<file path="config.mk">
export PLATFORM = sky130hd
export DESIGN_NAME = bb_run_ctrl
export DESIGN_NICKNAME = d
export VERILOG_FILES = /design/src/rtl/bb_pkg.sv /design/src/rtl/bb_clear_sweep.sv /design/src/rtl/bb_run_ctrl.sv
export SDC_FILE = /design/constraint.sdc
export NUM_CORES = 1
export LEC_CHECK = 0
export CAP_MARGIN = 20
export CORE_MARGIN = 1.5
export CORE_UTILIZATION = 50
export DETAILED_ROUTE_END_ITERATION = 8
export PLACE_DENSITY_LB_ADDON = 0.15
export RECOVER_POWER = 50
export SYNTH_ARGS = -nofsm -noshare
export SYNTH_HDL_FRONTEND = slang
export SYNTH_SLANG_ARGS = --single-unit
</file>
<file path="constraint.sdc">
create_clock -name clk -period 5 [get_ports clk]
set_input_delay 0.5 -clock clk [delete_from_list [all_inputs] [get_ports clk]]
set_output_delay 0.5 -clock clk [all_outputs]
set_load 0.03 [all_outputs]
</file>
<file path="src/rtl/bb_pkg.sv">
// bb_pkg: shared types and constants for the busy-beaver run controller and engines
package bb_pkg;
    typedef enum logic [1:0] {BB_IDLE, BB_CLEAR, BB_RUN, BB_DONE} bb_run_state_t;
    localparam logic [1:0] BB_ST_NONE    = 2'd0;
    localparam logic [1:0] BB_ST_HALTED  = 2'd1;
    localparam logic [1:0] BB_ST_LIMIT   = 2'd2;
    localparam logic [1:0] BB_ST_ABORTED = 2'd3;
    localparam int         BB_NUM_SYMS   = 5;
    localparam logic [2:0] BB_SYM_BLANK  = 3'd0;
    localparam logic       BB_DIR_L      = 1'b0;
    localparam logic       BB_DIR_R      = 1'b1;
endpackage

</file>
<file path="src/rtl/bb_clear_sweep.sv">
// bb_clear_sweep: tape clear address counter, restarted at 0 by start, flags the last address
module bb_clear_sweep #(
    parameter int AW = 7
) (
    input  logic          clk,
    input  logic          rst_n,
    input  logic          start,
    input  logic          en,
    output logic [AW-1:0] addr,
    output logic          last
);
    always_ff @(posedge clk) begin
        if (!rst_n || start) addr <= '0;
        else if (en) addr <= addr + 1'b1;
    end
    assign last = &addr;
endmodule

</file>
<file path="src/rtl/bb_run_ctrl.sv">
// bb_run_ctrl: clears the engine tape, runs the engine and counts steps until halt, limit or abort
module bb_run_ctrl
    import bb_pkg::*;
#(
    parameter int TAPE_AW = 7,
    parameter int CNT_W   = 64
) (
    input  logic               clk,
    input  logic               rst_n,
    input  logic               start,
    input  logic               abort,
    input  logic               ack,
    input  logic [CNT_W-1:0]   step_limit,
    output logic               busy,
    output logic               done,
    output logic [1:0]         status,
    output logic [CNT_W-1:0]   steps,
    output logic               eng_rst_n,
    output logic               eng_clr,
    output logic [TAPE_AW-1:0] eng_clr_addr,
    output logic               eng_step_en,
    input  logic               eng_halt
);
    bb_run_state_t    state, state_nx;
    logic [CNT_W-1:0] limit, limit_nx, steps_nx, steps_inc;
    logic [1:0]       status_nx;
    logic             go, clr_last;
    assign go = start && (state == BB_IDLE || state == BB_DONE);
    bb_clear_sweep #(.AW(TAPE_AW)) u_sweep (
        .clk   (clk),
        .rst_n (rst_n),
        .start (go),
        .en    (state == BB_CLEAR),
        .addr  (eng_clr_addr),
        .last  (clr_last)
    );
    always_comb begin
        state_nx  = state;
        limit_nx  = limit;
        steps_nx  = steps;
        status_nx = status;
        steps_inc = &steps ? steps : steps + 1'b1;
        case (state)
            BB_IDLE, BB_DONE: begin
                if (go) begin
                    state_nx  = BB_CLEAR;
                    limit_nx  = step_limit;
                    steps_nx  = '0;
                    status_nx = BB_ST_NONE;
                end else if (state == BB_DONE && ack) state_nx = BB_IDLE;
            end
            BB_CLEAR: begin
                if (abort) begin
                    state_nx  = BB_DONE;
                    status_nx = BB_ST_ABORTED;
                end else if (clr_last) state_nx = BB_RUN;
            end
            default: begin
                // every RUN cycle is a step, including the terminating one
                steps_nx = steps_inc;
                if (abort || eng_halt || (limit != '0 && steps_inc == limit)) state_nx = BB_DONE;
                status_nx = abort ? BB_ST_ABORTED : eng_halt ? BB_ST_HALTED :
                            (limit != '0 && steps_inc == limit) ? BB_ST_LIMIT : status;
            end
        endcase
    end
    always_ff @(posedge clk) begin
        if (!rst_n) begin
            state  <= BB_IDLE;
            limit  <= '0;
            steps  <= '0;
            status <= BB_ST_NONE;
        end else begin
            state  <= state_nx;
            limit  <= limit_nx;
            steps  <= steps_nx;
            status <= status_nx;
        end
    end
    assign busy        = state == BB_CLEAR || state == BB_RUN;
    assign done        = state == BB_DONE;
    assign eng_clr     = state == BB_CLEAR;
    assign eng_step_en = state == BB_RUN;
    assign eng_rst_n   = state == BB_RUN || state == BB_DONE;
endmodule

</file>
==> results of run 1 <==
sequential cells by signal, summed over array words and instances, names as in the netlist:
signal,cells
state,2
limit,64
status,2
u_sweep.addr,7
steps,64
cells in the mapped netlist (all sizes together), types with 3 or more instances:
cell       n
a2111oi    6
a211oi     9
a21boi    68
a21o       5
a21oi     60
a22oi      3
a311oi     3
a31oi      9
and2      42
and3      12
and3b      3
and4       8
buf       46
clkbuf    53
dfxtp    139
ha         6
inv       14
mux2i     20
nand2    233
nand2b    11
nand3     49
nand4     55
nor2      79
nor2b     30
nor3      53
nor3b      3
nor4      40
nor4b      5
o2111ai    5
o211a      6
o211ai     5
o21a       9
o21ai     69
o221ai     3
o22ai     12
o31a       3
or2        8
or3        8
or4        7
xnor2     55
xor2      32
through the flow:
step | hold WS (ns) | instance area (µm²) | total power, W | setup slack, ns | std cells
6_report | 0.480 | 11900 | 0.00461 | 0.464 | 1675
5_1_grt | 0.504 | 11900 | 0.00481 | 0.259 | 1675
4_1_cts | 0.479 | 11900 | 0.00455 | 0.591 | 1674
3_5_place_dp | 0.470 | 11300 | 0.00328 | 0.652 | 1642
3_3_place_gp | 0.467 | 11300 | 0.00326 | 0.642 | 1641
2_1_floorplan | 0.465 | 9770 | 0.00257 | 1.61 | 1311
final timing paths:
check	to	slack [ns]	depth (start not counted)
worst max-delay path	limit[55]	0.46	7
worst min register to register	status[1]	0.48	2
worst min-delay path	status[1]	0.48	2
worst max register to register	limit[55]	0.46	7
worst reg2reg max path, stage by stage, from the launching register on:
cell	delay, ns
dfxtp_1	0.36
inv_1	0.09
ha_1	0.30
clkbuf_1	1.50
nand2_1	1.30
buf_4	0.62
nand2_1	0.15
a21boi_0	0.10
cell type report:
| type | count | share of cell area |
|---|---|---|
| multi-input cells | 1058 | 0.545 |
| flip-flops and latches | 139 | 0.234 |
| repair buffers | 171 | 0.140 |
| clock buffers | 18 | 0.0362 |
| well taps | 260 | 0.0274 |
| clock inverters | 14 | 0.0128 |
| inverters | 15 | 0.00474 |
layer usage:
metal	vias to the layer above	share of wire
li1	4862	-
met4	0	0.048
met1	4918	0.41
met5	-	0
met2	571	0.43
met3	107	0.11
cell families (layout without fill, tap and decap cells):
group                      after synthesis  after routing  synth area share
xor gates and xnor gates                87             87            0.0787
adders and majority gates                6              6           0.00768
muxes                                   20             20            0.0205
AOI/OAI and AO/OA                      291            291             0.201
buffers and inverters                  114            218            0.0540
DFF                                    139            139             0.285
and+or+nand+nor                        654            654             0.353
report_power, final:
group          internal (W)  switching (W)  total, W  leakage, nW
Combinational      0.000592        0.00130   0.00189         2.94
Clock              0.000703       0.000581   0.00128        0.278
Sequential          0.00123       0.000205   0.00144         1.13
==> results.json, run 1 <==
{
  "busiest_layer": "met2",
  "path_buf_inv": 3,
  "min_period_over_period": 0.907,
  "wire_per_inst_um": 23.0,
  "synthTopCellsByArea": "dfxtp_1 (28%), nand2_1 (8.9%), a21boi_0 (5.1%)",
  "worstPathArrival_ns": 4.85,
  "path_cells": "inv_1 > ha_1 > clkbuf_1 > nand2_1 > buf_4 > nand2_1 > a21boi_0",
  "dieArea_um2": 20400,
  "crit_top_cell": "nand2_1",
  "cts_root_buf": "clkbuf_16",
  "use_met1": 0.484,
  "hold_buffers": 0,
  "worstMarginPinSlew_ns": 2.10,
  "vias": 10500,
  "drt-total-wl_um": 38500,
  "violations": "capacitance limit, slew limit",
  "n_fill_cell": 1779,
  "cts_sinks": 139,
  "post_cts_resized": 0,
  "endpoint_kind": "flip-flop",
  "use_met2": 0.573,
  "final_cell_mix": "nand2_1 (231), dfxtp_1 (139), dlygate4sd3_1 (77)",
  "syn-num-nets": 1387,
  "fin_skew_ns": 0.0130,
  "seq_area_frac_synth": 0.285,
  "cts_tree": "done",
  "synth_edf_count": 0,
  "max_stage_delay_ns": 1.50,
  "p_per_area_nw_per_um2": 388,
  "port_buffers": 147,
  "status": "complete, but fails checks",
  "h-tree-depth": 4,
  "drv_cap": 1,
  "floorplan.rows": 50,
  "ff_latch_area_um2": 2780,
  "gr-usage-met3": 0.131,
  "timing.rr.start": "state[0]",
  "grt_pass1_wl_um": 57500,
  "clock_latency_ns": 0.44,
  "min_path_type": "reg2reg",
  "initialDrtViolationCount": 965,
  "postCtsSetupBuffers": 0,
  "overflow": 0,
  "ys_ff_latch": 139,
  "rsz0062_at_grt": "no",
  "antenna_cells": 0,
  "drc": 0,
  "first_pass_iters": 6,
  "die_y_um": 143,
  "gp_congestion": 1.08,
  "min_from": "status[1]",
  "coreArea_um2": 19000,
  "syn-cell-area_um2": 9770,
  "power.static_leakage_nw": 4.35,
  "synth_top_cell_by_area": "dfxtp_1",
  "yosysWarnings": 0,
  "final_common_cell": "nand2_1",
  "antenna_left": 0,
  "setup_violations": 0,
  "netlist.area_leader.share": 0.285,
  "clockBufferDepth": 2,
  "ys.flop_type": "dfxtp_1",
  "grt_max_degree": 78,
  "ios": 148,
  "ir_drop_mv": 0.294,
  "final_max_slew_viol_count": 42,
  "cts_buffers": 17,
  "antenna_found_initial": 0,
  "async_reset_ff_frac": 0,
  "finalSetupTns_ns": 0,
  "vias_per_cell": 6.24,
  "post_synth_num_cell_types": 88,
  "drive_above_1_share": 0.0707,
  "multi_input_area_um2": 6470,
  "period_needed_ns": 4.54,
  "relSlewSlack": -0.402,
  "grt_use_total": 0.380,
  "avgSynthCellArea_um2": 7.46,
  "hold_viol": 0,
  "cts.clk_slew.worst_paths_ns": 0.07,
  "final_core_util": 0.626,
  "critPathRequiredTime_ns": 5.32,
  "dp_hpwl_um": 28700,
  "max_freq_mhz": 220,
  "slowest_stage": "clkbuf_1",
  "fp.dieW_um": 143,
  "crit_type": "reg2reg",
  "area_growth_pct": 21.4,
  "syn_inst": 1311,
  "worstPathMaxFanout": 47,
  "grt_pass1_vias": 9422,
  "initial_core_util": 0.516,
  "nets": 1478,
  "worstSetupStartpointType": "flip-flop",
  "cpLargestDelayFamily": "buffers and inverters",
  "startpoint": "state[0]"
}
(Power assumes the default switching activity.)
==> run 2: changes to the inputs <==
- ABC_AREA: not set -> 1
- CTS_CLUSTER_SIZE: not set -> 20
==> results.json, run 2 <==
{
  "status": "finished, final reports clean",
  "grt_use_total": 0.405,
  "async_reset_ff_frac": 0,
  "hold_viol": 0,
  "ys_ff_latch": 139,
  "vias_per_cell": 5.77,
  "syn-num-nets": 1568,
  "timing.rr.start": "state[0]",
  "port_buffers": 147,
  "switchingPower_w": 0.00177,
  "p_comb_frac": 0.344,
  "min_path_type": "reg2reg",
  "gp_congestion": 1.06,
  "setup_violations": 0,
  "area_growth_pct": 24.6,
  "period_needed_ns": 3.91,
  "ios": 148,
  "vias": 10700,
  "grt_max_degree": 127,
  "cts.clk_slew.worst_paths_ns": 0.07,
  "finalSetupTns_ns": 0,
  "ys.flop_type": "dfxtp_1",
  "endpoint_kind": "flip-flop",
  "first_pass_iters": 8,
  "drv_cap": 0,
  "netlist.area_leader.share": 0.316,
  "crit_type": "reg2reg",
  "antenna_found_initial": 1,
  "worstPathArrival_ns": 4.29,
  "final_cell_mix": "nand2_1 (536), nor2_1 (189), dfxtp_1 (139)",
  "postCtsSetupBuffers": 0,
  "clockPowerShare": 0.306,
  "worstPathMaxFanout": 83,
  "drc": 0,
  "coreArea_um2": 17200,
  "cts_sinks": 139,
  "post_synth_num_cell_types": 27,
  "drt-total-wl_um": 36900,
  "floorplan.rows": 48,
  "r2r-end": "u_sweep.addr[1]",
  "swShare": 0.420,
  "post_cts_resized": 0,
  "final_core_util": 0.637,
  "power_w": 0.00422,
  "avgSynthCellArea_um2": 5.90,
  "min_from": "u_sweep.addr[5]",
  "power.static_leakage_nw": 4.45,
  "hold_buffers": 0,
  "cts_root_buf": "clkbuf_16",
  "cts_buffers": 17,
  "drive_above_1_share": 0.0418,
  "reg_top3": "limit (64), steps (64), u_sweep.addr (7)",
  "hold_end": "u_sweep.addr[5]",
  "setup_ws_ns": 1.09,
  "syn_inst": 1492,
  "initialDrtViolationCount": 1589,
  "r2r_slack_ns": 1.09,
  "final_common_cell": "nand2_1",
  "worstMarginPinSlew_ns": 1.36,
  "dp_hpwl_um": 28900,
  "dieArea_um2": 18400,
  "h-tree-depth": 4,
  "grt_pass1_wl_um": 55100,
  "pre_cts_slack_ns": 1.36,
  "antenna_cells": 0,
  "synth_top_cell_by_area": "dfxtp_1",
  "clockBufferDepth": 2,
  "holdWs_ns": 0.489,
  "yosysWarnings": 0,
  "synthTopCellsByCount": "nand2_1 (537), nor2_1 (190), dfxtp_1 (139)",
  "multi_input_area_um2": 5310,
  "max_freq_mhz": 255,
  "synthTopCellsByArea": "dfxtp_1 (32%), nand2_1 (23%), nor2_1 (8.1%)",
  "initial_core_util": 0.511,
  "grt_pass1_vias": 9555,
  "hold_depth": 2,
  "clock_latency_ns": 0.44,
  "syn-cell-area_um2": 8800,
  "wire_per_inst_um": 19.9,
  "fin_skew_ns": 0.0124,
  "final_max_slew_viol_count": 0,
  "power_frac_seq": 0.349,
  "min_period_over_period": 0.783,
  "p_int_w": 0.00245,
  "worstSetupStartpointType": "flip-flop",
  "overflow": 0,
  "n_fill_cell": 1728,
  "antenna_left": 0,
  "relSlewSlack": 0.0926,
  "yosysMostFrequentCell": "nand2_1",
  "die_y_um": 136,
  "cts_tree": "done",
  "rsz0062_at_grt": "no",
  "critPathRequiredTime_ns": 5.37,
  "ir_drop_mv": 0.405,
  "p_per_area_nw_per_um2": 385,
  "synth_edf_count": 0,
  "seq_area_frac_synth": 0.316,
  "fp.dieW_um": 136,
  "rr_worst_depth": 8,
  "ff_latch_area_um2": 2780,
  "nets": 1691
}
## run 2: changes by cell type after synthesis, moves of 28 or more
cell	delta
nand2_1	+306
nor2_1	+114
inv_1	+111
a21oi_1	+76
nand3_1	+68
a21boi_0	-67
nor3_1	-48
xnor2_1	-43
and2_1	-39
nor2b_1	-30
buf_2	-29
nor4_1	-28
## run 2: power groups by stage
stage	Sequential, W	Clock, W	Combinational (W)
6_report	0.00148	0.00129	0.00145
5_1_grt	0.00149	0.00134	0.00158
4_1_cts	0.00146	0.00129	0.00143
3_5_place_dp	0.00149	0	0.00142
3_3_place_gp	0.00148	0	0.00142
2_1_floorplan	0.00145	0	0.000947
## run 2: metrics by stage
step,cell area [µm²],cells
floorplan,8800,1492
global placement,10400,1820
detailed placement,10400,1820
CTS,11000,1851
global route,11000,1852
finish,11000,1852
## run 2: critical path: stages, from the launching register on
cell and delay, ns:
dfxtp_1 0.40, inv_1 0.09, ha_1 0.39, nand2_1 0.87, clkbuf_2 1.14, inv_1 0.33, nor2_1 0.30, inv_1 0.14
a21oi_1 0.14
## run 2: area by class of cell
| cell class | instances | share of cell area |
|---|---|---|
| Sequential cell | 139 | 0.254 |
| Inverter | 127 | 0.0434 |
| Multi-Input combinational cell | 1174 | 0.484 |
| Clock inverter | 14 | 0.0141 |
| Timing Repair Buffer | 156 | 0.141 |
| Tap cell | 225 | 0.0257 |
| Clock buffer | 17 | 0.0388 |
## run 2: layer usage
metal,vias up,track usage,wire [µm]
met2,734,0.605,15800
met5,-,0,18
met1,4764,0.539,14500
met3,153,0.0995,4490
met4,2,0.211,2100
li1,5034,-,-
## run 2: kinds of logic (layout without fill, tap and decap cells)
logic type	count (synthesis)	after routing	share of synthesized area
and+or+nand+nor	903	903	0.424
AOI/OAI and AO/OA	230	230	0.135
buffers and inverters	179	314	0.0822
DFF	139	139	0.316
xor gates and xnor gates	35	35	0.0348
adders and majority gates	6	6	0.00853
## run 2: worst max-delay path by stage
stage,from,to,slack [ns]
6_report,state[0],u_sweep.addr[1],1.09
5_1_grt,state[0],u_sweep.addr[3],0.59
4_1_cts,steps[0],status[0],1.29
3_5_place_dp,steps[0],status[1],1.36
3_3_place_gp,steps[0],status[1],1.43
2_1_floorplan,steps[1],status[0],2.17
